File: src/rtl/ascon_input_sequencer.sv
// ascon_input_sequencer: upstream feeder for the ASCON-128 control FSM.
// Collects a 32-bit word stream (key, nonce, then 5 x 64-bit blocks: one AD
// block followed by NB_PT_BLOCKS plaintext blocks), keeps key/nonce frozen for
// the datapath, presents blocks through a one-deep staging buffer and uses the
// FSM's data-XOR strobe as block acknowledge and its done strobe as end of op.
//
// Ports:
//   clock, reset         system clock, synchronous active-high reset
//   i_sys_enable         0 behaves like reset but keeps o_error
//   i_word/_valid        stream word and valid; o_word_ready accepts it
//   i_xor_data_begin     block acknowledge from the FSM
//   i_done               end-of-operation strobe from the FSM
//   o_start              one-cycle start pulse to the FSM
//   o_data_valid/o_data  pending block for the FSM
//   o_key, o_nonce       operation key and nonce
//   o_busy               operation in progress
//   o_error              sticky protocol error
module ascon_input_sequencer #(
  parameter int unsigned NB_PT_BLOCKS = 4
) (
  input  logic         clock,
  input  logic         reset,
  input  logic         i_sys_enable,
  input  logic [31:0]  i_word,
  input  logic         i_word_valid,
  output logic         o_word_ready,
  input  logic         i_xor_data_begin,
  input  logic         i_done,
  output logic         o_start,
  output logic         o_data_valid,
  output logic [63:0]  o_data,
  output logic [127:0] o_key,
  output logic [127:0] o_nonce,
  output logic         o_busy,
  output logic         o_error
);

  localparam int unsigned WORD_W    = 32;
  localparam int unsigned BLK_W     = 64;
  localparam int unsigned FIELD_W   = 128;
  localparam int unsigned CNT_W     = 3;
  localparam int unsigned NB_BLOCKS = NB_PT_BLOCKS + 1;
  localparam logic [CNT_W-1:0] LAST_BLK = CNT_W'(NB_BLOCKS);

  typedef enum logic [2:0] {
    S_IDLE,
    S_LOAD_KEY,
    S_LOAD_NONCE,
    S_START,
    S_RUN,
    S_WAIT_DONE
  } state_e;

  state_e               state_q, state_d;
  logic [1:0]           word_cnt_q, word_cnt_d;
  logic [FIELD_W-1:0]   key_q, key_d;
  logic [FIELD_W-1:0]   nonce_q, nonce_d;
  logic [BLK_W-1:0]     data_q, data_d;
  logic                 data_valid_q, data_valid_d;
  logic [WORD_W-1:0]    hi_word_q, hi_word_d;
  logic                 hi_valid_q, hi_valid_d;
  logic [BLK_W-1:0]     stage_q, stage_d;
  logic                 stage_full_q, stage_full_d;
  logic [CNT_W-1:0]     blk_cnt_q, blk_cnt_d;
  logic [CNT_W-1:0]     ack_cnt_q, ack_cnt_d;
  logic                 word_ready_q, word_ready_d;
  logic                 start_q, start_d;
  logic                 busy_q, busy_d;
  logic                 error_q, error_d;

  logic accept;
  logic ack;
  logic proto_err;

  // Place a word into a 128-bit field; index 0 is the most significant word.
  function automatic logic [FIELD_W-1:0] put_word(input logic [FIELD_W-1:0] field,
                                                  input logic [1:0]         idx,
                                                  input logic [WORD_W-1:0]  word);
    logic [FIELD_W-1:0] r;
    r = field;
    case (idx)
      2'd0:    r[127:96] = word;
      2'd1:    r[95:64]  = word;
      2'd2:    r[63:32]  = word;
      default: r[31:0]   = word;
    endcase
    return r;
  endfunction

  // Next-state and registered-output computation.
  always_comb begin
    state_d      = state_q;
    word_cnt_d   = word_cnt_q;
    key_d        = key_q;
    nonce_d      = nonce_q;
    data_d       = data_q;
    data_valid_d = data_valid_q;
    hi_word_d    = hi_word_q;
    hi_valid_d   = hi_valid_q;
    stage_d      = stage_q;
    stage_full_d = stage_full_q;
    blk_cnt_d    = blk_cnt_q;
    ack_cnt_d    = ack_cnt_q;
    error_d      = error_q;
    word_ready_d = 1'b0;
    start_d      = 1'b0;
    busy_d       = 1'b0;

    accept    = i_word_valid && word_ready_q;
    ack       = i_xor_data_begin;
    proto_err = (ack && !data_valid_q) || (i_done && (state_q != S_WAIT_DONE));

    if (proto_err) begin
      // Protocol violation: abandon the operation, keep key/nonce/data contents.
      error_d      = 1'b1;
      state_d      = S_IDLE;
      word_cnt_d   = 2'd0;
      data_valid_d = 1'b0;
      hi_valid_d   = 1'b0;
      stage_full_d = 1'b0;
      blk_cnt_d    = '0;
      ack_cnt_d    = '0;
    end else begin
      case (state_q)
        S_IDLE: begin
          if (accept) begin
            key_d      = put_word(key_q, 2'd0, i_word);
            word_cnt_d = 2'd1;
            state_d    = S_LOAD_KEY;
          end
        end
        S_LOAD_KEY: begin
          if (accept) begin
            key_d      = put_word(key_q, word_cnt_q, i_word);
            word_cnt_d = word_cnt_q + 2'd1;
            if (word_cnt_q == 2'd3) state_d = S_LOAD_NONCE;
          end
        end
        S_LOAD_NONCE: begin
          if (accept) begin
            nonce_d    = put_word(nonce_q, word_cnt_q, i_word);
            word_cnt_d = word_cnt_q + 2'd1;
            if (word_cnt_q == 2'd3) state_d = S_START;
          end
        end
        S_START: begin
          state_d = S_RUN;
        end
        S_RUN: begin
          // Acknowledge retires the presented block; a staged block replaces it.
          if (ack) begin
            ack_cnt_d = ack_cnt_q + 3'd1;
            if (stage_full_q) begin
              data_d       = stage_q;
              stage_full_d = 1'b0;
            end else begin
              data_valid_d = 1'b0;
            end
          end
          // Word assembly; a completed block bypasses staging when the output is free.
          if (accept) begin
            if (!hi_valid_q) begin
              hi_word_d  = i_word;
              hi_valid_d = 1'b1;
            end else begin
              hi_valid_d = 1'b0;
              blk_cnt_d  = blk_cnt_q + 3'd1;
              if (!data_valid_q || ack) begin
                data_d       = {hi_word_q, i_word};
                data_valid_d = 1'b1;
              end else begin
                stage_d      = {hi_word_q, i_word};
                stage_full_d = 1'b1;
              end
            end
          end
          if (ack_cnt_d == LAST_BLK) state_d = S_WAIT_DONE;
        end
        S_WAIT_DONE: begin
          if (i_done) begin
            state_d   = S_IDLE;
            blk_cnt_d = '0;
            ack_cnt_d = '0;
          end
        end
        default: begin
          state_d = S_IDLE;
        end
      endcase
    end

    // Outputs are registered, so they follow the state being entered.
    busy_d  = (state_d != S_IDLE);
    start_d = (state_d == S_START);
    case (state_d)
      S_IDLE, S_LOAD_KEY, S_LOAD_NONCE: word_ready_d = 1'b1;
      S_RUN:   word_ready_d = !stage_full_d && (blk_cnt_d < LAST_BLK);
      default: word_ready_d = 1'b0;
    endcase
  end

  // State register; disable clears everything except the sticky error.
  always_ff @(posedge clock) begin
    if (reset || !i_sys_enable) begin
      state_q      <= S_IDLE;
      word_cnt_q   <= 2'd0;
      key_q        <= '0;
      nonce_q      <= '0;
      data_q       <= '0;
      data_valid_q <= 1'b0;
      hi_word_q    <= '0;
      hi_valid_q   <= 1'b0;
      stage_q      <= '0;
      stage_full_q <= 1'b0;
      blk_cnt_q    <= '0;
      ack_cnt_q    <= '0;
      word_ready_q <= 1'b0;
      start_q      <= 1'b0;
      busy_q       <= 1'b0;
      if (reset) error_q <= 1'b0;
    end else begin
      state_q      <= state_d;
      word_cnt_q   <= word_cnt_d;
      key_q        <= key_d;
      nonce_q      <= nonce_d;
      data_q       <= data_d;
      data_valid_q <= data_valid_d;
      hi_word_q    <= hi_word_d;
      hi_valid_q   <= hi_valid_d;
      stage_q      <= stage_d;
      stage_full_q <= stage_full_d;
      blk_cnt_q    <= blk_cnt_d;
      ack_cnt_q    <= ack_cnt_d;
      word_ready_q <= word_ready_d;
      start_q      <= start_d;
      busy_q       <= busy_d;
      error_q      <= error_d;
    end
  end

  assign o_word_ready = word_ready_q;
  assign o_start      = start_q;
  assign o_data_valid = data_valid_q;
  assign o_data       = data_q;
  assign o_key        = key_q;
  assign o_nonce      = nonce_q;
  assign o_busy       = busy_q;
  assign o_error      = error_q;

endmodule

File: config.mk
export PLATFORM = sky130hd
export DESIGN_NAME = ascon_input_sequencer
export DESIGN_NICKNAME = d
export VERILOG_FILES = /design/src/rtl/ascon_input_sequencer.sv
export SDC_FILE = /design/constraint.sdc
export NUM_CORES = 1
export LEC_CHECK = 0
export BUFFER_PORTS_ARGS = -buffer_cell sky130_fd_sc_hd__buf_2
export CAP_MARGIN = 10
export CORE_MARGIN = 3
export CORE_UTILIZATION = 35
export CTS_CLUSTER_SIZE = 20
export DETAILED_ROUTE_END_ITERATION = 12
export GPL_ROUTABILITY_DRIVEN = 1
export PLACE_DENSITY = 0.57
export SKIP_CTS_REPAIR_TIMING = 1
export SYNTH_ARGS = -nofsm -noshare
export SYNTH_HDL_FRONTEND = slang
export SYNTH_SLANG_ARGS = --single-unit
File: constraint.sdc
create_clock -name clock -period 3.6 [get_ports clock]
set_input_delay 0.36 -clock clock [delete_from_list [all_inputs] [get_ports clock]]
set_output_delay 0.36 -clock clock [all_outputs]
set_load 0.01 [all_outputs]
---- Yosys cells after proc, flatten, opt, wreduce, memory -nomap -nowiden ----
Index checks and enable logic that the tools add are counted.
cells by class
  $add $sub $neg .......................... 3
  order comparisons ....................... 1
  equality and inequality tests ........... 20
  muxes and demuxes ....................... 50
  bitwise gates (word level) .............. 5
  reductions and logical operators ........ 37
operators with widths
  cell                                                                   number
  64-bit two-way mux                                                     5
  128-bit two-way mux                                                    2
  128-bit one-hot mux with 2 select lines                                1
  32-bit two-way mux                                                     4
  3-bit two-way mux                                                      16
  5-bit AND reduction                                                    5
  4-bit AND reduction                                                    5
  3-bit one-hot mux with 6 select lines                                  1
  1-bit two-way mux                                                      15
  3-bit by 2-bit equality test with 1-bit output, second input constant  4
  3-bit equality test, second input constant                             4
  3-bit one-hot mux with 2 select lines                                  2
  2-bit != test, second input constant                                   5
  2-bit AND reduction                                                    4
  2-bit nonzero test                                                     4
  3-bit by 1-bit adder with 3-bit output, second input constant          2
  3-bit by 1-bit equality test with 1-bit output, second input constant  2
  3-bit zero test                                                        2
  3-bit OR reduction                                                     2
  1-bit NOT                                                              5
  2-bit equality test, second input constant                             2
  1-bit logical AND                                                      4
  2-bit two-way mux                                                      2
  2-bit one-hot mux with 2 select lines                                  1
  12 further kinds                                                       17
storage, ports and cells
  register bits after elaboration ......... 434
  input bits .............................. 38
  output and inout port bits .............. 325
  word-level logic and storage cells ...... 138

---- Logic depth before layout (Yosys ltp) ----
Gate-level depths: netlist of the first run.
  word-level depth ........................ 11
  gate-level depth with buffers ........... 9
  gate-level depth less buffers ........... 7

---- Least setup slack after synthesis of the first run ----
OpenSTA, ideal clock, no wires.
  path type ............................... register -> register
  from .................................... register word_ready_q, in the netlist o_word_ready
  to ...................................... register nonce_q[20], in the netlist o_nonce[20]
  library setup time ...................... 0.132 ns
  arrival time ............................ 1.585 ns
  data required time ...................... 3.468 ns
  setup slack ............................. 1.883 ns
  cell stages (with the launch flop) ...... 9
  path buffers ............................ 2
  clock period less this slack ............ 1.717 ns
  path through ............................ dfxtp_1 -> nand2_1 -> nor4_1 -> buf_2 -> and2_1 -> nand2_1 -> clkbuf_1 -> nand2_1 -> a21oi_1
on the way
  cells in the longest elaborated chain, start to end .. 2
RTL lines
  item                           line  source
  from (decl)                    66    logic word_ready_q, word_ready_d;
  from (signal assigned)         234   word_ready_q <= word_ready_d;
  1-bit logical AND              109   accept = i_word_valid && word_ready_q;
  4-bit AND reduction (no line)  n/a
  to (signal assigned)           225   nonce_q <= nonce_d;
  to (decl)                      57    logic [FIELD_W-1:0] nonce_q, nonce_d;
No other way between the ends.
A chain may end at the register's enable or synchronous reset.

---- Final worst setup path of the first run ----
  from .................................... register state_q[0]
  to ...................................... register stage_q[15]
on the way
  cells in the longest elaborated chain, start to end .. 5
  elaborated cells between the ends (all ways) .. 6
  those cells by class .................... eq/ne: 2; bitwise: 1; reduce/logical: 3
RTL lines
  item                             line  source
  from (decl)                      54    state_e state_q, state_d;
  from (signal assigned)           222   state_q <= state_d;
  3-bit != test                    111   proto_err = (ack && !data_valid_q) || (i_done && (state_q != S_WAIT_DONE));
  1-bit logical AND                111
  1-bit logical OR                 111
  1-bit NOT (no line)              n/a
  5-bit AND reduction (no line) *  n/a
  to (signal assigned)             230   stage_q <= stage_d;
  to (decl)                        62    logic [BLK_W-1:0] stage_q, stage_d;
Mark *: on every way between the ends. The rest lies on a longest branch, timed or not.

==> results.ini, run 1 <==
[worst_setup_path]
r2r_slack_ns=1.15
r2r_start=state_q[0]
path_cells=nand2_1, a21o_1, nor3_4, buf_4, nand2_1, a21oi_1
crit_buf_inv=1
cp-start-kind=flip-flop
cp-end-kind=flip-flop
crit_type=reg -> reg
path_delay_family=flip-flops
critPathCapture=stage_q[15]
path_common_cell=nand2_1
cp-startpoint=state_q[0]
critical_path_required_ns=4.08
cp.arrival_ns=2.94
reg2reg_depth=6
max_stage_delay_ns=0.73
cp_slowest_cell=dfxtp_1
crit_cells=6
cp_max_fo=64
reg2reg_to=stage_q[15]

[routing]
drt_iter0_drc=1082
first_pass_iters=5
ant_nets=0
post_drt_wl_per_cell_um=19.5
drc_errors=0
vias_per_cell=5.14
vias=14800
postRouteWirelength_mm=56.2

[placement]
placed_area_mm2=0.0177
portBuffers=362
pre_cts_slack_ns=0.748
routabilityCongestion=0.811
dp_hpwl_mm=36.0

[die]
die_area_mm2=0.0475
start_util_pct=35.9
dieWidth_um=218
num_rows=76
coreArea_mm2=0.0437
die_h_um=218
boundaryPins=363

[global_routing]
antenna_found_initial=1
use_met1_pct=30.4
use_met2_pct=37.1
first_global_vias=14000
grt_max_degree=124
grt_use_total_pct=23.0
met3_usage_pct=6.27
grt_pass1_wl_mm=85.0
busiest_layer=met2
grt-ovfl-total=0

[timing]
fmax_mhz=408
slew_headroom_pct=17.7
min_period_ns=2.45
clock_skew_ns=0.0156
slew_viol_final=0
tightest_slew_ns=1.24
finalHoldViolations=0
whs_ns=0.0881
finalCritPeriodShare_pct=68.1
setup_slack_ns=1.15
rsz0062_at_grt=false
setup_tns_ns=0
setup_viol=0

[layout]
diodes=0
syn2layout_area_growth_pct=22.9
seqCellArea_mm2=0.00870
final_area_mm2=0.0193
fin_util_pct=44.1
fin_nets=2303
n_fill_cell=4412
layout-drive-gt1-share_pct=20.7
multiInputGateArea_mm2=0.00624

[logic_synthesis]
synth_cell_type_count=39
yosysTopAreaCellShare_pct=55.2
yosys_warnings=0
synth.area.top_cells=dfxtp_1 (55%), nand2_1 (17%), a21oi_1 (14%), clkbuf_1 (3.6%), o22ai_1 (2.5%)
synth_top_cell_by_area=dfxtp_1
synthCells=2002
syn_avg_cell_area_um2=7.85
syn-num-nets=2047
synth-edff-count=1
ys_ff_latch=434
synth_seq_area_share_pct=55.4
synth-main-ff-cell=dfxtp_1
synth_area_mm2=0.0157
async_reset_ff_share_pct=0

[pwr]
p_switching_w=0.00214
p_leak_nw=7.54
powerDensity_mw_per_mm2=514
peakVddDrop_mv=0.347
sw_frac_of_total_pct=21.6
pwr-share-clk_pct=49.0
pwr-share-comb_pct=2.5
internal_power_w=0.00779
seq_power_share_pct=48.4

[cts]
cts_tree=done
cts.sinks=434
cts_buffers=47
cts_max_level=2
root_buffer=clkbuf_16
clk_latency_ns=0.57
clock_path_buffers=3
path_clk_slew_ns=0.06

[worst_hold_path]
min_path_type=in -> reg

[run]
drv_cap=0

[outcome]
outcome=finished, final reports clean

cells in the mapped netlist, types with 2 or more instances:
cell type and instances:
nand2_1 725, dfxtp_1 433, a21oi_1 430, clkbuf_1 149, o22ai_1 64, o21ai_0 60, buf_2 28, nor2_1 17
and3_1 13, o21ai_1 12, ha_1 7, inv_1 7, buf_6 6, nand2b_1 6, nand3_1 6, and2_1 5
nor2b_1 5, nor4_1 4, nor3_1 3, a21o_1 2, nand4_1 2
metal layers:
metal	routed length (um)	part of all wire, %
met1	24400	43
met2	25800	46
met3	4900	8.7
met4	1080	1.9
met5	0	0
cell families (layout without fill, tap and decap cells):
logic type                 after synthesis  count (layout)  synth area share [%]
muxes                                    1               1                0.0637
buffers and inverters                  191             482                  5.07
and+or+nand+nor                        790             790                  19.7
DFF                                    434             434                  55.4
adders and majority gates                7               7                 0.557
AOI/OAI and AO/OA                      579             579                  19.2
cells in the final DEF, fill, tap and decap left out, types with 14 or more instances in the layout:
cell       count
dfxtp_1      433
buf_4         27
nor2_1        17
o21ai_0       60
buf_2        363
nand2_1      722
clkbuf_1      14
a21oi_1      430
clkbuf_16     49
o22ai_1       64
layout make-up:
| cell class | instances | share of cell area (%) |
|---|---|---|
| Inverter | 7 | 0.136 |
| Tap cell | 585 | 3.79 |
| Timing Repair Buffer | 391 | 10.6 |
| Sequential cell | 434 | 45.1 |
| Clock inverter | 9 | 0.635 |
| Multi-Input combinational cell | 1377 | 32.3 |
| Clock buffer | 75 | 7.48 |
power groups by stage:
stage | registers (W) | logic (W) | clock network (W)
2_1_floorplan | 0.00492 | 0.000126 | 0
3_3_place_gp | 0.00492 | 0.000251 | 0
3_5_place_dp | 0.00492 | 0.000252 | 0
4_1_cts | 0.00481 | 0.000252 | 0.00499
5_1_grt | 0.00481 | 0.000267 | 0.00519
6_report | 0.00481 | 0.000252 | 0.00487
registers in the layout, summed over array words and instances, names as in the netlist, 2 cells and up:
register	flops
o_nonce	128
o_data	64
blk_cnt_q	3
stage_q	64
o_key	128
state_q	3
word_cnt_q	2
ack_cnt_q	3
hi_word_q	32
through the flow:
step	cells	power (W)
2_1_floorplan	2002	0.00504
3_3_place_gp	2793	0.00517
3_5_place_dp	2793	0.00517
4_1_cts	2877	0.0101
5_1_grt	2878	0.0103
6_report	2878	0.00993
how the worst min path moves through the flow:
stage | startpoint | end | cells after the start
floorplan | stage_q[0] | stage_q[0] | 2
global placement | o_nonce[0] | o_nonce[0] | 2
detailed placement | o_key[51] | o_key[51] | 2
CTS | reset | o_error | 2
global route | reset | o_error | 2
finish | reset | o_error | 2
No activity file was read; power rests on OpenSTA's default activity.
==> run 2: changes to the inputs <==
Settings changed: PLACE_DENSITY 0.57 to 0.59.
Clock period 3.6 ns to 2.25 ns, I/O delays scaled along.
==> run 2 against run 1 <==
- clock power grew 54%
- worst hold slack lost 0.028 ns
- clock skew grew 0.0032 ns
- cell count grew 0.21%
- combinational power grew 67%
- critical path type unchanged
- largest cell class unchanged
==> results.ini, run 2 (synthesis results as in run 1) <==
[routing]
postRouteWirelength_mm=55.4
first_pass_iters=5
drt_iter0_drc=1135
vias=14800
post_drt_wl_per_cell_um=19.2
vias_per_cell=5.15
drc_errors=0
ant_nets=0

[layout]
multiInputGateArea_mm2=0.00624
seqCellArea_mm2=0.00870
diodes=0
layout_commonest_cell=nand2_1
fin_nets=2313
syn2layout_area_growth_pct=24.2
layout-drive-gt1-share_pct=20.7
n_fill_cell=4388
mostFrequentLayoutCells=nand2_1 (723), dfxtp_1 (433), a21oi_1 (430)
final_area_mm2=0.0195

[timing]
setup_tns_ns=0
rsz0062_at_grt=false
tightest_slew_ns=0.907
setup_slack_ns=0.202
finalCritPeriodShare_pct=91.0
min_period_ns=2.05
fmax_mhz=488
slew_headroom_pct=39.5
finalHoldViolations=0
slew_viol_final=0
clock_skew_ns=0.0188
setup_viol=0
whs_ns=0.0602

[cts]
cts_tree=done
clock_path_buffers=3
cts_max_level=2
cts_buffers=47
cts.sinks=434
root_buffer=clkbuf_16
clk_latency_ns=0.56
path_clk_slew_ns=0.06

[outcome]
outcome=finished, final reports clean

[pwr]
peakVddDrop_mv=0.599
powerDensity_mw_per_mm2=799
p_leak_nw=7.61

[die]
boundaryPins=363
die_area_mm2=0.0475
num_rows=76
die_h_um=218
coreArea_mm2=0.0437
dieWidth_um=218
start_util_pct=35.9

[placement]
pre_cts_slack_ns=0.241
dp_hpwl_mm=35.2
portBuffers=362
placed_area_mm2=0.0180
routabilityCongestion=0.834

[worst_setup_path]
r2r_slack_ns=0.20
cp-start-kind=flip-flop
cp-end-kind=flip-flop
crit_type=reg -> reg
max_stage_delay_ns=0.51
path_cells=buf_4, nand2_1, a21o_1, nor3_4, buf_12, nand2_1, a21oi_1
cp.arrival_ns=2.52
cp_slowest_cell=dfxtp_1
cp_max_fo=64
path_common_cell=nand2_1
critical_path_required_ns=2.73

[global_routing]
grt_use_total_pct=22.4
antenna_found_initial=1
first_global_vias=13900
grt-ovfl-total=0
grt_max_degree=187
grt_pass1_wl_mm=83.0

[run]
drv_cap=0

[worst_hold_path]
min_path_type=in -> reg

run 2: cell count changes in the layout (fill, tap and decap cells not counted), moves of 2 or more:
cell,delta
buf_12,+17
buf_4,-8
clkbuf_8,-5
clkbuf_1,+2
dlygate4sd3_1,+2
run 2: worst paths after layout:
path                            startpoint          end  cells after the start
worst max-delay path            state_q[0]  stage_q[31]                      7
worst min-delay path             i_word[5]     o_key[5]                      3
worst max register to register  state_q[0]  stage_q[31]                      7
worst min register to register   o_key[98]    o_key[98]                      2
run 2: stage by stage:
step	cells	power, W	util, %
2_1_floorplan	2002	0.00807	-
3_3_place_gp	2802	0.00828	41.2
5_1_grt	2884	0.0161	44.6
3_5_place_dp	2802	0.00828	41.2
6_report	2884	0.0156	44.6
4_1_cts	2882	0.0158	44.6
run 2: report_power, final:
| group | internal (W) | total, W | switching (W) |
|---|---|---|---|
| Sequential | 0.00769 | 0.00770 | 0.00000264 |
| Combinational | 0.0000700 | 0.000420 | 0.000350 |
| Clock | 0.00443 | 0.00748 | 0.00305 |
run 2: metal layers:
layer  wire, um  up-vias  part of all wire (%)  track usage [%]
met4       1130        0                   2.0             6.15
met3       4570       70                   8.3             5.38
met1      23900     7062                    43             29.9
met2      25800      575                    47             36.3
li1           -     7132                     -                -
met5          0        -                     0                0
run 2: area by class of cell:
type	instances	area share, %
clock buffers	72	7.09
inverters	7	0.135
repair buffers	401	12.0
clock inverters	8	0.481
flip-flops and latches	434	44.6
well taps	585	3.75
multi-input cells	1377	32.0
run 2: critical path, delay by kind of cell, from the launching register on:
family | cells | cell delay [ns]
buffers and inverters | 2 | 0.54
flip-flops | 1 | 0.51
AND/OR/NAND/NOR | 3 | 0.44
AO/OA/AOI/OAI | 2 | 0.42
